File: src/rtl/hex_count_pkg.sv
// Shared types and helpers for the HEX display counter source.
package hex_count_pkg;

    localparam int COUNT_W = 16;

    typedef enum logic [1:0] {SPD_FAST, SPD_1HZ, SPD_HALF, SPD_QUARTER} speed_t;

    // Clock cycles between advances for a given rate select.
    function automatic int period(speed_t spd, int clk_hz);
        case (spd)
            SPD_FAST: return 1;
            SPD_1HZ:  return clk_hz;
            SPD_HALF: return 2 * clk_hz;
            default:  return 4 * clk_hz;
        endcase
    endfunction

endpackage

File: src/rtl/hex_count_source_rate_divider.sv
// Down-counting rate divider; strobes Advance once per selected period.
module rate_divider
    import hex_count_pkg::*;
#(
    parameter int CLK_HZ = 50_000_000
) (
    input  logic   Clock,
    input  logic   Reset,
    input  logic   Enable,
    input  speed_t Speed,
    input  logic   Reload,
    output logic   Advance
);

    localparam int DW = $clog2(4 * CLK_HZ);

    logic [DW-1:0] div;
    logic [DW-1:0] reload_val;
    speed_t        speed_q;

    assign reload_val = DW'(period(Speed, CLK_HZ) - 1);

    // A pending rate change swallows the advance so the new period starts clean.
    assign Advance = Enable && !Reload && (speed_q == Speed) && (div == '0);

    always_ff @(posedge Clock or posedge Reset) begin
        if (Reset) begin
            div     <= '0;
            speed_q <= SPD_FAST;
        end else if (Reload) begin
            div     <= reload_val;
            speed_q <= Speed;
        end else if (Enable) begin
            if (speed_q != Speed) begin
                speed_q <= Speed;
                div     <= reload_val;
            end else if (div == '0) begin
                div <= reload_val;
            end else begin
                div <= div - DW'(1);
            end
        end
    end

endmodule

File: src/rtl/hex_count_source.sv
// 4-digit hex up/down counter with selectable rate, parallel load and status pulses.
module hex_count_source
    import hex_count_pkg::*;
#(
    parameter int CLK_HZ = 50_000_000
) (
    input  logic               Clock,
    input  logic               Reset,
    input  logic               Enable,
    input  logic [1:0]         Speed,
    input  logic               Up,
    input  logic               Load,
    input  logic [COUNT_W-1:0] LoadValue,
    output logic [COUNT_W-1:0] Count,
    output logic               Tick,
    output logic               Wrap
);

    logic advance;

    rate_divider #(.CLK_HZ(CLK_HZ)) u_div (
        .Clock  (Clock),
        .Reset  (Reset),
        .Enable (Enable),
        .Speed  (speed_t'(Speed)),
        .Reload (Load),
        .Advance(advance)
    );

    always_ff @(posedge Clock or posedge Reset) begin
        if (Reset) begin
            Count <= '0;
            Tick  <= 1'b0;
            Wrap  <= 1'b0;
        end else if (Load) begin
            Count <= LoadValue;
            Tick  <= 1'b0;
            Wrap  <= 1'b0;
        end else if (advance) begin
            Count <= Up ? Count + COUNT_W'(1) : Count - COUNT_W'(1);
            Tick  <= 1'b1;
            // Wrap judged on the value being left, not the one arriving.
            Wrap  <= Up ? (Count == '1) : (Count == '0);
        end else begin
            Tick <= 1'b0;
            Wrap <= 1'b0;
        end
    end

endmodule
File: config.mk
export PLATFORM = sky130hd
export DESIGN_NAME = hex_count_source
export DESIGN_NICKNAME = d
export VERILOG_FILES = /design/src/rtl/hex_count_pkg.sv /design/src/rtl/hex_count_source_rate_divider.sv /design/src/rtl/hex_count_source.sv
export SDC_FILE = /design/constraint.sdc
export NUM_CORES = 1
export LEC_CHECK = 0
export ABC_AREA = 1
export CAP_MARGIN = 20
export CORE_MARGIN = 2
export CORE_UTILIZATION = 58
export CTS_BUF_LIST = sky130_fd_sc_hd__clkbuf_4 sky130_fd_sc_hd__clkbuf_8
export DETAILED_ROUTE_END_ITERATION = 16
export PLACE_DENSITY_LB_ADDON = 0.1
export SYNTH_ARGS = -nofsm -noshare
export SYNTH_HDL_FRONTEND = slang
export SYNTH_SLANG_ARGS = --single-unit
export TNS_END_PERCENT = 100
File: constraint.sdc
create_clock -name Clock -period 2 [get_ports Clock]
set_input_delay 0.5 -clock Clock [delete_from_list [all_inputs] [get_ports Clock]]
set_output_delay 0.5 -clock Clock [all_outputs]
set_load 0.01 [all_outputs]
==> results of run 1 <==
[where the power goes]
part           internal [µW]  switching [µW]  leakage, µW
logic                    535             598      0.00165
clock network            626             359    0.0000784
registers               1080             163     0.000577
total                   2240            1120      0.00231
[cell type report]
type | count | area (µm²) | share of cell area [%]
Tap cell | 77 | 96.3 | 1.90
Multi-Input combinational cell | 442 | 2580 | 51.0
Inverter | 44 | 169 | 3.34
Clock inverter | 3 | 90.1 | 1.78
Clock buffer | 5 | 68.8 | 1.36
Sequential cell | 48 | 1200 | 23.7
Timing Repair Buffer | 91 | 857 | 16.9
[worst max path at each step]
stage | to | slack, ns | depth (start not counted)
3_5_place_dp | Count[12]$_DFFE_PP0P_ | -0.63 | 13
3_3_place_gp | Count[15]$_DFFE_PP0P_ | -0.53 | 13
5_1_grt | u_div.div[14]$_DFFE_PP0P_ | -0.03 | 10
2_1_floorplan | Count[14]$_DFFE_PP0P_ | -0.09 | 8
4_1_cts | Count[14]$_DFFE_PP0P_ | 0.0008 | 10
6_report | u_div.div[24]$_DFFE_PP0P_ | 0.08 | 10
[cell families after synthesis]
family	count (synthesis)	synth area share, %
simple gates	336	41.2
flops	48	30.9
xor+xnor	23	5.19
fa+ha+maj	22	7.28
buf+inv	55	6.22
compound gates	61	9.18
[worst register-to-register path, cell delays in order (launching register included)]
cell and delay [ns]:
dfrtp_1 0.42, inv_2 0.08, ha_2 0.19, nand2_1 0.07, nor3_2 0.17, nand3_2 0.15, o21ai_4 0.34, o21ai_0 0.21
nand2_1 0.12, nand2_1 0.07, nand2_1 0.06
[cell usage in the layout (no fill, tap or decap), types with 7 or more instances in the layout]
cell type,count
a21oi_1,16
buf_4,44
clkdlybuf4s50_1,39
dfrtp_1,48
ha_1,13
ha_4,7
inv_1,34
inv_2,8
nand2_1,145
nand2_2,10
nand3_1,54
nand3_2,13
nand4_1,9
nor2_1,67
nor2_4,7
o21ai_0,15
xnor2_1,10
xor2_1,13
[cells in the mapped netlist (6+ instances only)]
cell,number
nand3_2,12
ha_1,21
nor2_2,7
inv_1,37
nor3_1,6
nand3_1,55
inv_2,6
nor2_4,6
o21ai_0,15
xor2_1,13
nand4_1,9
nor2_1,67
dfrtp_1,48
a21oi_1,20
nand2_1,148
xnor2_1,10
nand2_2,7
[routing by layer]
| metal | global-route usage [%] | wire length, µm | up-vias |
|---|---|---|---|
| li1 | - | - | 1977 |
| met1 | 37.9 | 4380 | 1892 |
| met2 | 53.2 | 5410 | 146 |
| met3 | 3.75 | 510 | 29 |
| met4 | 12.1 | 297 | 0 |
| met5 | 0 | 0 | - |
[sequential cells by signal (all words and copies together), names as in the netlist]
register       flops
Count             16
Tick               1
Wrap               1
u_div.div         28
u_div.speed_q      2
[stage by stage]
stage	setup slack [ns]	total power, µW	utilization [%]
3_5_place_dp	-0.631	2330	75.2
6_report	0.0849	3350	78.8
3_3_place_gp	-0.529	2290	75.2
5_1_grt	-0.0253	3530	78.8
2_1_floorplan	-0.0868	1910	-
4_1_cts	0.000834	3330	78.1
[timing repair]
action	4_1_cts	5_1_grt
pin swaps	1	2
setup buffers	0	3
gates cloned	0	0
gates resized for setup	4	10
hold endpoints to repair	0	0
setup endpoints to repair	13	22
==> impl_results.md, run 1 <==
* WL final at around 11,000 µm
* R2r setup slk at ~0.085 ns
* Crit-path slowest cell: dfrtp_1
* Post-synth EDFFs at 0
* Cell Area, Synth at about 3900 µm²
* Clock Sinks at between 40 and 50
* Failing checks: DRC
* Cells after Synth at around 550
* Synth warn at 0
* # DRC at 5
* FP Rows at 29
* CTS Hold Bufs at 0
* Die width at ~86 µm
* Mapped Nets at 590
* Area of placed instances at about 4800 µm²
* Slew Limit Fails at 0
* Peak fanout along the critical path at 8
* Placed Cells incl. Taps at 699
* CTS tree: yes
* Gr ovfl total at 0
* Register-to-Register Path Depth at 10
* Area growth, synth to finish at 30.3%
* Final hold vios at 0
* Worst-skew pair later-pin latency at between 0.3 and 0.4 ns
* Vias in the first global route at about 4,100
* Worst endpoint data arrival time at roughly 2.2 ns
* WS Path Type: reg2reg
* Die Ht at 85.8 µm
* Post-synthesis async set-or-reset flop share at 100%
* R2r startpoint: u_div.div[1]$_DFFE_PP0P_
* Power Dens Cells at around 660 nW/µm²
* Area of the core at around 6400 µm²
* Hold crit path type: in2async
* Largest net degree at the start of global routing at 18
* Yosys top cell area share at about 31%
* Longest Clk Path Bufs at 2
* Achievable Freq at approximately 520 MHz
* DR pass1 iterations at 11
* ANT nets after route at 0
* Main synth FF type: dfrtp_1
* First-pass GRT wire length at 18,200 µm
* Reg-to-reg critical path endpoint: u_div.div[24]$_DFFE_PP0P_
* Register area share after synthesis at ~31%
* Initial DRC Count at approximately 230
* CTS Buf Count at 5
* Port bufs at 40
* Min Tclk post-route at around 1.9 ns
* Vias at 4,044
* Antenna violations before repair at 0
* Non-Filler Instances at 710
* Dpl hpwl at about 8100 µm
* Max stage delay on crit path at around 0.42 ns
* Post-route cell area at 5060 µm²
* Worst slew margin at 63.5%
* Top post-synthesis cells by area: dfrtp_1 (31%), nand2_1 (14%), nand3_1 (7.1%)
* Worst vdd ir at about 0.44 mV
* Area leader, netlist: dfrtp_1
* Clock Tree Root: clkbuf_8
* Status: finished, violations left
* RSZ-0062 raised after global routing: yes
* Avg Inst Size Synth at a little over 7 µm²
* WP buf/inv at 1
* N_diodes at 0
* Startpoint types: register
* Routed vias/inst at between 5 and 6
* Final setup vio count at 0
* Htree depth at 2
* CTS clk-pin slew, worst paths at 0.10 ns
* MaxCap Viol Count at 0
* LEAKAGE at roughly 0.0023 µW
* WL/cell at roughly 15 µm
* Crit. End Element: register
* Starting density of the core at 60.5%
* Die Area at approximately 7400 µm²
* Worst endpoint required time at approximately 2.3 ns
* CP top delay family: simple AND/OR/NAND/NOR gates
* CP Launch Point: u_div.div[1]$_DFFE_PP0P_
* Layout cells sized above 1 at around 21%
* Final nets at a little under 700
* # IOs at 41
* Setup Skew at between 0.01 and 0.015 ns
* Yosys cell types at 43
* Total Routing Usage GR at between 30% and 40%
* GP Congestion at 0.997
* Setup TNS Final at 0 ns
* Fillcell total at 460
* Worst-Margin Slew at ~0.54 ns
* Hold slack at 0.496 ns
* Final Cycle Share at 95.8%
* Crit path cell chain: inv_2 -> ha_2 -> nand2_1 -> nor3_2 -> nand3_2 -> o21ai_4 -> o21ai_0 -> nand2_1 -> nand2_1 -> nand2_1
* #FFs+latches synth at between 40 and 50
* CP most frequent cell: nand2_1
Note: power is estimated with default switching activity, not from simulation.
==> run 2, diff against run 1 <==
--- a/config.mk
+++ b/config.mk
@@ -11,6 +11,7 @@
 export CORE_UTILIZATION = 58
 export CTS_BUF_LIST = sky130_fd_sc_hd__clkbuf_4 sky130_fd_sc_hd__clkbuf_8
 export DETAILED_ROUTE_END_ITERATION = 16
+export DONT_BUFFER_PORTS = 1
 export PLACE_DENSITY_LB_ADDON = 0.1
 export SYNTH_ARGS = -nofsm -noshare
 export SYNTH_HDL_FRONTEND = slang
==> run 2 against run 1 <==
The run still ends with DRC left. Clock-buffer cell count is 1 higher. Highest routed layer unchanged. Global-route usage is 1.7 points lower. Clock power is 40% lower. Register-to-register slack hardly changed. Setup slack better by 0.0019 ns. Wire length is 6.7% lower. Critical path type unchanged. First-iteration DRC count is 18% lower. Non-clock buffer count is 64 lower. Sequential share of layout area is 4.0 points higher.
==> impl_results.md, run 2 (synthesis results as in run 1) <==
* WL/cell at 15.3 µm (was 14.9 µm)
* Crit path cell chain: inv_1 -> ha_2 -> nand2_1 -> nor3_2 -> nand3_2 -> o21ai_4 -> buf_6 -> buf_4 -> nand2_2 -> a31oi_1 (was inv_2 -> ha_2 -> nand2_1 -> nor3_2 -> nand3_2 -> o21ai_4 -> o21ai_0 -> nand2_1 -> nand2_1 -> nand2_1)
* Final Cycle Share at 95.7% (was 95.8%)
* Final nets at 613 (was 677)
* CTS clk-pin slew, worst paths at 0.09 ns (was 0.10 ns)
* Top flop regs: u_div.div (28), Count (16), u_div.speed_q (2) (unchanged)
* CTS tree: yes (unchanged)
* GP Congestion at 0.927 (was 0.997)
* Vias in the first global route at 3,677 (was 4,058)
* Crit-path slowest cell: dfrtp_1 (unchanged)
* Htree depth at 2 (unchanged)
* Worst slew margin at 51.6% (was 63.5%)
* First-pass GRT wire length at 16,900 µm (was 18,200 µm)
* Dpl hpwl at 7580 µm (was 8110 µm)
* Area of placed instances at 4210 µm² (was 4830 µm²)
* Total Routing Usage GR at 28.6% (was 30.3%)
* Worst-skew pair later-pin latency at 0.30 ns (was 0.31 ns)
* Power Dens Cells at 633 nW/µm² (was 663 nW/µm²)
* Status: finished, violations left (unchanged)
* Starting density of the core at 60.5% (unchanged)
* MaxCap Viol Count at 0 (unchanged)
* Die Area at 7370 µm² (unchanged)
* Routed vias/inst at 5.78 (was 5.70)
* Hold crit path type: in2async (unchanged)
* Initial DRC Count at 185 (was 225)
* Area growth, synth to finish at 11.7% (was 30.3%)
* Most frequent cells in the layout: nand2_1 (145), nor2_1 (67), nand3_1 (54) (unchanged)
* Setup TNS Final at 0 ns (unchanged)
* Pint at 1700 µW (was 2240 µW)
* # DRC at 5 (unchanged)
* Clock Tree Root: clkbuf_8 (unchanged)
* WS Path Type: reg2reg (unchanged)
* Antenna violations before repair at 0 (unchanged)
* Die Ht at 85.8 µm (unchanged)
* Setup Skew at 0.00728 ns (was 0.0146 ns)
* Worst endpoint data arrival time at 2.13 ns (was 2.17 ns)
* Vias at 3,729 (was 4,044)
* Seq pwr share at 44.8% (was 36.9%)
* Gr ovfl total at 0 (unchanged)
* Clock Sinks at 48 (unchanged)
* Worst endpoint required time at 2.22 ns (was 2.25 ns)
* Combinational power share at 33.8% (about the same)
* Layout cells sized above 1 at 17.6% (was 20.7%)
* Failing checks: DRC (unchanged)
* CTS Buf Count at 5 (unchanged)
* Worst-Margin Slew at 0.724 ns (was 0.543 ns)
* Post-route cell area at 4340 µm² (was 5060 µm²)
* Port bufs at 0 (was 40)
* Clock power share at 21.3% (was 29.3%)
* DR pass1 iterations at 11 (unchanged)
* WL final at 9890 µm (was 10,600 µm)
* N_diodes at 0 (unchanged)
* Largest net degree at the start of global routing at 32 (was 18)
* Slew Limit Fails at 0 (unchanged)
* CTS Hold Bufs at 0 (unchanged)
* Commonest non-fill, non-tap cell in the layout: nand2_1 (unchanged)
* FP Rows at 29 (unchanged)
* Switching share of power at 37.9% (was 33.4%)
* Top reg by flops: u_div.div (unchanged)
* Startpoint types: register (unchanged)
* Area of the core at 6420 µm² (unchanged)
* Achievable Freq at 523 MHz (was 522 MHz)
* Final setup vio count at 0 (unchanged)
* # IOs at 41 (unchanged)
* Worst vdd ir at 0.406 mV (was 0.440 mV)
* Peak fanout along the critical path at 5 (was 8)
* LEAKAGE at 0.00199 µW (was 0.00231 µW)
* Min Tclk post-route at 1.91 ns (was 1.92 ns)
* Max reg flops at 28 (unchanged)
* Max stage delay on crit path at 0.39 ns (was 0.42 ns)
* Longest Clk Path Bufs at 2 (unchanged)
* Crit. End Element: register (unchanged)
* Switching power at 1040 µW (was 1120 µW)
* ANT nets after route at 0 (unchanged)
* Final hold vios at 0 (unchanged)
* Die width at 85.8 µm (unchanged)
[run 2: path summary, 6_finish.rpt]
kind	slack [ns]	depth (start not counted)	start	to
hold / removal	0.17	1	Reset	u_div.div[26]$_DFFE_PP0P_
setup / recovery	0.09	10	u_div.div[0]$_DFFE_PP0P_	u_div.div[20]$_DFFE_PP0P_
min in group Clock	0.33	2	LoadValue[12]	Count[12]$_DFFE_PP0P_
hold reg to reg	0.51	2	u_div.speed_q[0]$_DFFE_PP0P_	u_div.speed_q[0]$_DFFE_PP0P_
max in group asynchronous	1.21	2	Reset	Count[14]$_DFFE_PP0P_
setup reg to reg	0.09	10	u_div.div[0]$_DFFE_PP0P_	u_div.div[20]$_DFFE_PP0P_
[run 2: critical path: cells and delay by family (launching register included)]
family / cells / cell delay (ns)
AOI/OAI and AO/OA: 2 / 0.43
adders and majority gates: 1 / 0.19
buffers and inverters: 3 / 0.35
DFF: 1 / 0.39
and+or+nand+nor: 4 / 0.45
[run 2: repair_timing]
item,in CTS,in global routing
resized for setup,0,10
hold endpoints to repair,0,0
buffers inserted,0,4
setup endpoints to repair,0,21
[run 2: power by group through the flow]
stage | registers (µW) | logic, µW | clock network (µW)
after floorplan | 1230 | 681 | 0
after global placement | 1240 | 874 | 0
after detailed placement | 1240 | 894 | 0
after CTS | 1230 | 898 | 602
after global routing | 1250 | 1050 | 644
final | 1230 | 928 | 586
[run 2: stage by stage]
step | setup WS, ns | utilization (%) | total power [µW] | hold slack, ns | cells
detailed placement | -0.0491 | 65.5 | 2140 | 0.494 | 634
floorplan | -0.0868 | - | 1910 | 0.473 | 545
CTS | 0.0321 | 66.7 | 2730 | 0.183 | 641
global route | -0.0185 | 67.5 | 2940 | 0.221 | 645
global placement | -0.00867 | 65.5 | 2120 | 0.489 | 634
finish | 0.0868 | 67.5 | 2750 | 0.172 | 645
[run 2: area by class of cell]
| class | instances | area [µm²] |
|---|---|---|
| multi-input cells | 442 | 2540 |
| flip-flops and latches | 48 | 1200 |
| inverters | 44 | 169 |
| clock buffers | 6 | 76.3 |
| repair buffers | 27 | 248 |
| well taps | 77 | 96.3 |
| fillers | 552 | 2080 |
| clock inverters | 1 | 5.00 |
[run 2: per-layer routing]
metal	global-route usage, %	vias up	wire (µm)	part of all wire, %
met5	0	-	0	0
met4	6.93	0	144	1.5
met3	3.37	15	472	4.8
met2	52.0	102	5060	51
met1	36.2	1761	4220	43
li1	-	1851	-	-
